--- src/rtl/sd_spi_master.sv ---
// SPI mode-0 byte master for the SD command path.
// Shifts indexed controller bytes out MSB-first and captures MISO per byte.
module sd_spi_master #(
    parameter int MEMORY_SIZE_IN_BYTES = 64,
    parameter int CLK_DIV = 4,
    localparam int AW = $clog2(MEMORY_SIZE_IN_BYTES)
) (
    input  logic          clk,
    input  logic          rst,
    input  logic          start,
    input  logic          op,
    input  logic [AW-1:0] size,
    input  logic          ss,
    input  logic [7:0]    data_in,
    output logic [AW-1:0] address,
    output logic [7:0]    data_out,
    output logic          done,
    output logic          busy,
    output logic          rx_valid,
    output logic [AW-1:0] rx_addr,
    output logic [7:0]    rx_data,
    output logic          sd_sclk,
    output logic          sd_mosi,
    input  logic          sd_miso,
    output logic          sd_cs_n
);

    localparam int CW = (CLK_DIV > 1) ? $clog2(CLK_DIV) : 1;
    localparam logic [CW-1:0] CNT_MAX = CW'(CLK_DIV - 1);

    localparam logic [2:0] IDLE   = 3'd0;
    localparam logic [2:0] LOAD   = 3'd1;
    localparam logic [2:0] LOW    = 3'd2;
    localparam logic [2:0] HIGH   = 3'd3;
    localparam logic [2:0] FINISH = 3'd4;

    logic [2:0]    state;
    logic [CW-1:0] cnt;
    logic [2:0]    bit_cnt;
    logic [AW-1:0] size_q;
    logic          op_q;
    logic [7:0]    tx_sr;
    logic [7:0]    rx_sr;
    logic [7:0]    rx_next;
    logic [7:0]    rx_byte;

    // With CLK_DIV=1 the last bit is sampled in the same cycle the byte completes.
    assign rx_next = {rx_sr[6:0], sd_miso};
    assign rx_byte = (cnt == '0) ? rx_next : rx_sr;

    // Idle transmit register holds all ones so MOSI rests high.
    assign sd_mosi = tx_sr[7];
    assign sd_cs_n = ss;

    always_ff @(posedge clk) begin
        if (rst) begin
            state    <= IDLE;
            cnt      <= '0;
            bit_cnt  <= '0;
            size_q   <= '0;
            op_q     <= 1'b0;
            tx_sr    <= 8'hFF;
            rx_sr    <= 8'h00;
            address  <= '0;
            data_out <= 8'h00;
            done     <= 1'b0;
            busy     <= 1'b0;
            rx_valid <= 1'b0;
            rx_addr  <= '0;
            rx_data  <= 8'h00;
            sd_sclk  <= 1'b0;
        end else begin
            done     <= 1'b0;
            rx_valid <= 1'b0;
            case (state)
                IDLE: begin
                    if (start && !done) begin
                        size_q  <= size;
                        op_q    <= op;
                        address <= '0;
                        busy    <= 1'b1;
                        state   <= LOAD;
                    end
                end
                LOAD: begin
                    tx_sr   <= op_q ? data_in : 8'hFF;
                    bit_cnt <= 3'd7;
                    cnt     <= '0;
                    state   <= LOW;
                end
                LOW: begin
                    if (cnt == CNT_MAX) begin
                        cnt     <= '0;
                        sd_sclk <= 1'b1;
                        state   <= HIGH;
                    end else begin
                        cnt <= cnt + 1'b1;
                    end
                end
                HIGH: begin
                    if (cnt == '0) begin
                        rx_sr <= rx_next;
                    end
                    if (cnt == CNT_MAX) begin
                        cnt     <= '0;
                        sd_sclk <= 1'b0;
                        if (bit_cnt != 3'd0) begin
                            tx_sr   <= {tx_sr[6:0], 1'b1};
                            bit_cnt <= bit_cnt - 3'd1;
                            state   <= LOW;
                        end else begin
                            data_out <= rx_byte;
                            rx_data  <= rx_byte;
                            rx_addr  <= address;
                            rx_valid <= 1'b1;
                            if (address == size_q) begin
                                state <= FINISH;
                            end else begin
                                address <= address + 1'b1;
                                state   <= LOAD;
                            end
                        end
                    end else begin
                        cnt <= cnt + 1'b1;
                    end
                end
                FINISH: begin
                    done  <= 1'b1;
                    busy  <= 1'b0;
                    tx_sr <= 8'hFF;
                    state <= IDLE;
                end
                default: state <= IDLE;
            endcase
        end
    end

endmodule
--- config.mk ---
export PLATFORM = sky130hd
export DESIGN_NAME = sd_spi_master
export DESIGN_NICKNAME = d
export VERILOG_FILES = /design/src/rtl/sd_spi_master.sv
export SDC_FILE = /design/constraint.sdc
export NUM_CORES = 1
export LEC_CHECK = 0
export CORE_MARGIN = 4
export CORE_UTILIZATION = 30
export DETAILED_ROUTE_END_ITERATION = 6
export GPL_TIMING_DRIVEN = 0
export SETUP_SLACK_MARGIN = 0.15
export SYNTH_ARGS = -nofsm -noshare
export SYNTH_HDL_FRONTEND = slang
export SYNTH_SLANG_ARGS = --single-unit
--- constraint.sdc ---
create_clock -name clk -period 4.7 [get_ports clk]
set_input_delay 0.94 -clock clk [delete_from_list [all_inputs] [get_ports clk]]
set_output_delay 0.94 -clock clk [all_outputs]
set_load 0.01 [all_outputs]
==> flow_summary.yaml, run 1 <==
drt:
  wl_per_cell_um: 12.7
  drc: 0
  vias: 2212
  firstDrtPassIters: 4
  vias_per_cell: 4.80
  totalWireLength_um: 5840
  drtIter0Drc: 79
  antenna_left: 0
sta:
  rsz0062_at_grt: "no"
  skew_ns: 0.0114
  period_needed_ns: 2.47
  slew_violations: 0
  setup_tns_ns: 0
  setup_viol: 0
  fmax_mhz: 405
  slew-limit-headroom_pct: 57.5
  tightest_slew_ns: 0.638
  hold_viol_final: 0
  fin_ws_ns: 2.23
  finalHoldWorstSlack_ns: 0.461
  fin_crit_sh_pct: 52.6
yosys:
  ys_seq_elements: 55
  syn_area_per_cell_sq_um: 8.34
  syn_area_sq_um: 2490
  synth.distinct_cells: 40
  synth_warnings: 0
  ys.flop_type: "dfxtp_1"
  synthCells: 299
  synth-edff-count: 0
  synthesis.nets: 324
  synth_seq_area_share_pct: 44.2
  async_flop_share_pct: 0
setup_path:
  critPathBufInv: 2
  worst-setup-path-type: "in -> out"
  required_ns: 3.76
  critPathLaunchType: "input pin"
  cp.arrival_ns: 1.53
  max_stage_delay_ns: 0.52
  cp_max_fo: 1
  crit_path_top_delay_cell: "clkdlybuf4s50_1"
  path_cells: "buf_4 -> clkdlybuf4s50_1"
  cpLargestDelayFamily: "buffers and inverters"
  end_kind: "output pin"
clock_network:
  clock-sinks: 55
  clock_path_buffers: 2
  cts.hold.buffers_added: 0
  cts_tree: "built"
  numCtsBuffers: 5
  clk_latency_ns: 0.32
  cts_htree_levels: 2
  root_buffer: "clkbuf_8"
  post_cts_buffers: 0
  clkTransAtPathRegs_ns: 0.11
  cts-resized-gates: 0
global_route:
  grt_pass1_vias: 2045
  grt_pass1_wl_um: 9600
  use_met3_pct: 2.45
  grt_overflow_total: 0
  grtUsageTotal_pct: 11.9
  grt_max_degree: 19
  top_usage_layer: "met2"
  grtUsageMet2_pct: 19.4
  use_met1_pct: 15.4
  antenna_found_initial: 0
placed_design:
  gp_congestion: 0.837
  dpl.hpwl_um: 4250
  port_buffers: 52
  dp_slack_ns: 1.99
die:
  core-area_sq_um: 7890
  rows: 32
  die_x_um: 99.2
  die_h_um: 99.2
  boundaryPins: 54
  start_util_pct: 31.6
  die-area_sq_um: 9830
outcome:
  outcome: "finished, final reports clean"
finish:
  diodes: 0
  area_growth_pct: 29.7
  nFillCells: 813
  drive_gt1_share_pct: 8.36
  finalNetCount: 383
power_and_ir_drop:
  power_density_nw_per_um2: 309
  ir_drop_mv: 0.123
  leakage_uw: 0.00117
worst_hold_path:
  hold_class: "reg -> reg"
flow_run:
  maxCapViolCount: 0
## worst min-delay path, cell delays in order, from the launching register on
cell and delay, ns:
dfxtp_1 0.32, nand2_1 0.05, a21oi_1 0.05
## layout make-up
class	instances	area [sq um]	share of cell area (%)
multi-input cells	210	1210	37.3
flip-flops and latches	55	1100	34.1
repair buffers	52	520	16.1
plain buffers	28	163	5.03
well taps	102	128	3.95
clock buffers	5	68.8	2.13
clock inverters	3	22.5	0.697
inverters	6	22.5	0.697
## synthesized netlist by cell type (2+ instances only)
| master | n | area share [%] |
|---|---|---|
| mux2i_1 | 15 | 6.0 |
| dfxtp_1 | 55 | 44 |
| nor3_1 | 7 | 1.4 |
| and2_1 | 2 | 0.50 |
| nor2b_1 | 3 | 0.75 |
| inv_1 | 6 | 0.90 |
| clkbuf_1 | 7 | 1.1 |
| a211oi_1 | 11 | 3.3 |
| buf_1 | 3 | 0.45 |
| or4_1 | 3 | 0.90 |
| or3_1 | 2 | 0.50 |
| nand2_1 | 44 | 6.6 |
| a21oi_1 | 30 | 6.0 |
| nand4_1 | 4 | 1.0 |
| a311oi_1 | 2 | 0.70 |
| nand2b_1 | 2 | 0.50 |
| a31oi_1 | 4 | 1.0 |
| o21ai_0 | 13 | 2.6 |
| xnor2_1 | 6 | 2.1 |
| nor4_1 | 3 | 0.75 |
| ha_1 | 5 | 2.5 |
| o22ai_1 | 7 | 1.8 |
| buf_2 | 7 | 1.4 |
| buf_6 | 2 | 0.90 |
| buf_4 | 9 | 2.7 |
| nor2_1 | 27 | 4.1 |
| nand3_1 | 7 | 1.4 |
## power breakdown
| part | total, uW | internal, uW | switching [uW] |
|---|---|---|---|
| clock | 273 | 107 | 166 |
| sequential | 517 | 496 | 20.5 |
| combinational | 208 | 89.2 | 119 |
## per-layer routing
metal  share of wire, %  vias to the layer above
met1                 48                     1010
li1                   -                     1147
met5                  0                        -
met2                 47                       46
met4                1.9                        0
met3                3.8                        9
## layout by cell type (no fill, tap or decap), types with 2 or more instances in the layout
| cell type | instances |
|---|---|
| nand3_1 | 7 |
| buf_4 | 9 |
| nand4_1 | 4 |
| buf_1 | 3 |
| dfxtp_1 | 55 |
| clkdlybuf4s50_1 | 52 |
| xnor2_1 | 6 |
| clkbuf_8 | 5 |
| mux2i_1 | 15 |
| a31oi_1 | 4 |
| a21oi_1 | 30 |
| nor3_1 | 7 |
| or3_1 | 2 |
| o22ai_1 | 7 |
| nand2_1 | 44 |
| clkbuf_1 | 7 |
| a311oi_1 | 2 |
| nor2_1 | 27 |
| or4_1 | 3 |
| a211oi_1 | 11 |
| nor2b_1 | 3 |
| buf_6 | 2 |
| buf_2 | 7 |
| and2_1 | 2 |
| o21ai_0 | 13 |
| nand2b_1 | 2 |
| inv_1 | 6 |
| nor4_1 | 3 |
| ha_1 | 5 |
## metrics by stage
step	area, sq um	total power (uW)	utilization [%]	std cells
floorplan	2490	672	-	299
detailed placement	3140	734	39.8	453
global route	3230	1050	41.0	461
global placement	3140	732	39.8	453
CTS	3230	1010	41.0	461
finish	3230	999	41.0	461
## flip-flops by register name, indices dropped and copies added (netlist names), 2 cells and up
| register | flops |
|---|---|
| rx_addr | 6 |
| state | 3 |
| size_q | 6 |
| cnt | 2 |
| rx_data | 8 |
| tx_sr | 8 |
| address | 6 |
| bit_cnt | 3 |
| rx_sr | 8 |
## path summary, 6_finish.rpt
kind	start	endpoint	slack (ns)	depth (start not counted)
min reg2reg	rx_sr[7]	rx_sr[7]	0.46	2
min	rx_sr[7]	rx_sr[7]	0.46	2
max reg2reg	cnt[0]	address[0]	2.70	7
max	ss	sd_cs_n	2.23	2
## kinds of logic (layout without fill, tap and decap cells)
| family | after synthesis | in the layout | synth area share [%] |
|---|---|---|---|
| buf+inv | 34 | 94 | 7.43 |
| fa+ha+maj | 5 | 5 | 2.51 |
| mux | 15 | 15 | 6.02 |
| xor+xnor | 6 | 6 | 2.11 |
| compound gates | 72 | 72 | 16.9 |
| simple gates | 112 | 112 | 20.9 |
| flops | 55 | 55 | 44.2 |
No activity file was read; power rests on OpenSTA's default activity.
==> run 2, diff against run 1 <==
==> constraint.sdc (replaced) <==
create_clock -name clk -period 2.1 [get_ports clk]
set_input_delay 0.42 -clock clk [delete_from_list [all_inputs] [get_ports clk]]
set_output_delay 0.42 -clock clk [all_outputs]
set_load 0.01 [all_outputs]
==> run 2 against run 1 <==
  * Sequential power increased by 120%
  * Register-to-register slack got worse by 2.4 ns
  * Critical path type is now reg -> out
  * Core utilization increased by 0.36 points
  * Critical endpoint is now address[1]
==> flow_summary.yaml, run 2 (same netlist as run 1, synthesis figures left out) <==
outcome:
  outcome: "finished, final reports clean"
setup_path:
  critPathBufInv: 1
  cp_max_fo: 8
  critPathLaunchType: "flop"
  required_ns: 1.68
  startpoint: "address[1]"
  worst-setup-path-type: "reg -> out"
  max_stage_delay_ns: 0.61
  cp.arrival_ns: 1.46
  path_cells: "clkdlybuf4s50_1"
  end_kind: "output pin"
  cpLargestDelayFamily: "buffers and inverters"
  regToRegStartpoint: "cnt[0]"
  crit_path_top_delay_cell: "clkdlybuf4s50_1"
drt:
  vias: 2208
  totalWireLength_um: 5810
  antenna_left: 0
  wl_met2_um: 2740
  dr_wl_met3_um: 211
  wl_per_cell_um: 12.6
  drc: 0
  vias_per_cell: 4.79
  firstDrtPassIters: 4
  drtIter0Drc: 60
  m1WireLength_um: 2760
  maxUsedRoutingLayer: "met4"
placed_design:
  gp_congestion: 0.837
  placed_area_sq_um: 3140
  dp.cells: 453
  dp_slack_ns: -0.0896
  dpl.hpwl_um: 4250
  port_buffers: 52
die:
  die_h_um: 99.2
  rows: 32
  boundaryPins: 54
  core-area_sq_um: 7890
  die_x_um: 99.2
  start_util_pct: 31.6
  die-area_sq_um: 9830
clock_network:
  clk_latency_ns: 0.32
  numCtsBuffers: 5
  cts.hold.buffers_added: 0
  clock_path_buffers: 2
  cts_tree: "built"
  cts_htree_levels: 2
  clkTransAtPathRegs_ns: 0.10
  post_cts_buffers: 0
  root_buffer: "clkbuf_8"
  clock-sinks: 55
sta:
  fin_crit_sh_pct: 89.3
  slew-limit-headroom_pct: 63.3
  hold_viol_final: 0
  fmax_mhz: 533
  period_needed_ns: 1.88
  skew_ns: 0.00978
  fin_ws_ns: 0.224
  rsz0062_at_grt: "no"
  tightest_slew_ns: 0.550
  slew_violations: 0
  setup_viol: 0
power_and_ir_drop:
  netSwitchingPower_uw: 688
  power_frac_comb_pct: 21.4
  power_density_nw_per_um2: 688
  ir_drop_mv: 0.275
  pwr-share-seq_pct: 51.6
  leakage_uw: 0.00118
  switching_share_pct: 30.7
  power.internal_uw: 1560
  power_frac_clock_pct: 27.1
finish:
  final_util_pct: 41.3
  area_growth_pct: 30.8
  design_area_sq_um: 3260
  fin_cells: 461
  diodes: 0
  final_common_cell: "dfxtp_1"
  finalNetCount: 383
  reg_top3: "rx_data: 8 flops, rx_sr: 8 flops, tx_sr: 8 flops"
  final_cell_mix: "dfxtp_1, clkdlybuf4s50_1, nand2_1, a21oi_1, nor2_1"
  drive_gt1_share_pct: 10.0
global_route:
  grt_overflow_total: 0
  grt_pass1_vias: 2041
  grtUsageTotal_pct: 11.9
  grt_max_degree: 19
  antenna_found_initial: 0
  grt_pass1_wl_um: 9600
flow_run:
  maxCapViolCount: 0
worst_hold_path:
  hold_class: "reg -> reg"
  worstHoldStart: "rx_sr[7]"
## run 2: cell count changes in the layout (fill, tap and decap cells not counted), sizes merged
cell	previous run	this run
clkbuf	12	14
buf	21	19
## run 2: power groups by stage
stage,combinational (uW),sequential [uW],clock [uW]
after detailed placement,462,1180,0
final,480,1160,607
after floorplan,330,1170,0
after CTS,466,1160,635
after global placement,458,1180,0
after global routing,536,1170,668
## run 2: routing by layer
| metal | track usage (%) | up-vias |
|---|---|---|
| li1 | - | 1149 |
| met3 | 2.45 | 6 |
| met2 | 19.3 | 41 |
| met1 | 15.5 | 1012 |
| met5 | 0 | - |
| met4 | 4.94 | 0 |
## run 2: area by class of cell
class | count | area [sq um]
repair buffers | 52 | 520
clock inverters | 3 | 22.5
clock buffers | 5 | 68.8
well taps | 102 | 128
plain buffers | 28 | 166
fillers | 805 | 4630
inverters | 6 | 22.5
flip-flops and latches | 55 | 1100
multi-input cells | 210 | 1230
## run 2: repair_timing
action                                 in CTS  in global routing
resized for setup                           1                  8
setup endpoints to repair                   1                 24
endpoints found under the hold margin       0                  0
## run 2: final timing paths
kind | endpoint | slack (ns) | depth (start not counted)
max | address[1] | 0.22 | 1
max reg2reg | address[3] | 0.29 | 7
min reg2reg | rx_sr[7] | 0.46 | 2
min | rx_sr[7] | 0.46 | 2
## run 2: worst register-to-register path, delay by kind of cell, from the launching register on
kind	cells	cell delay, ns
fa+ha+maj	1	0.14
buf+inv	2	0.32
flops	1	0.37
simple gates	3	0.72
compound gates	1	0.18
## run 2: stage by stage
step	power [uW]	hold slack (ns)	TNS [ns]
2_1_floorplan	1500	0.436	0
3_3_place_gp	1640	0.445	-0.0918
3_5_place_dp	1640	0.448	-0.0896
4_1_cts	2260	0.464	0
5_1_grt	2370	0.487	0
6_report	2240	0.461	0
==> run 3, diff against run 2 <==
--- a/config.mk
+++ b/config.mk
@@ -10,6 +10,7 @@
 export DETAILED_ROUTE_END_ITERATION = 6
 export GPL_TIMING_DRIVEN = 0
 export SETUP_SLACK_MARGIN = 0.15
+export SLEW_MARGIN = 10
 export SYNTH_ARGS = -nofsm -noshare
 export SYNTH_HDL_FRONTEND = slang
 export SYNTH_SLANG_ARGS = --single-unit
==> results of run 3 <==
No change in the layout: final DEF, timing and power equal those of run 2.
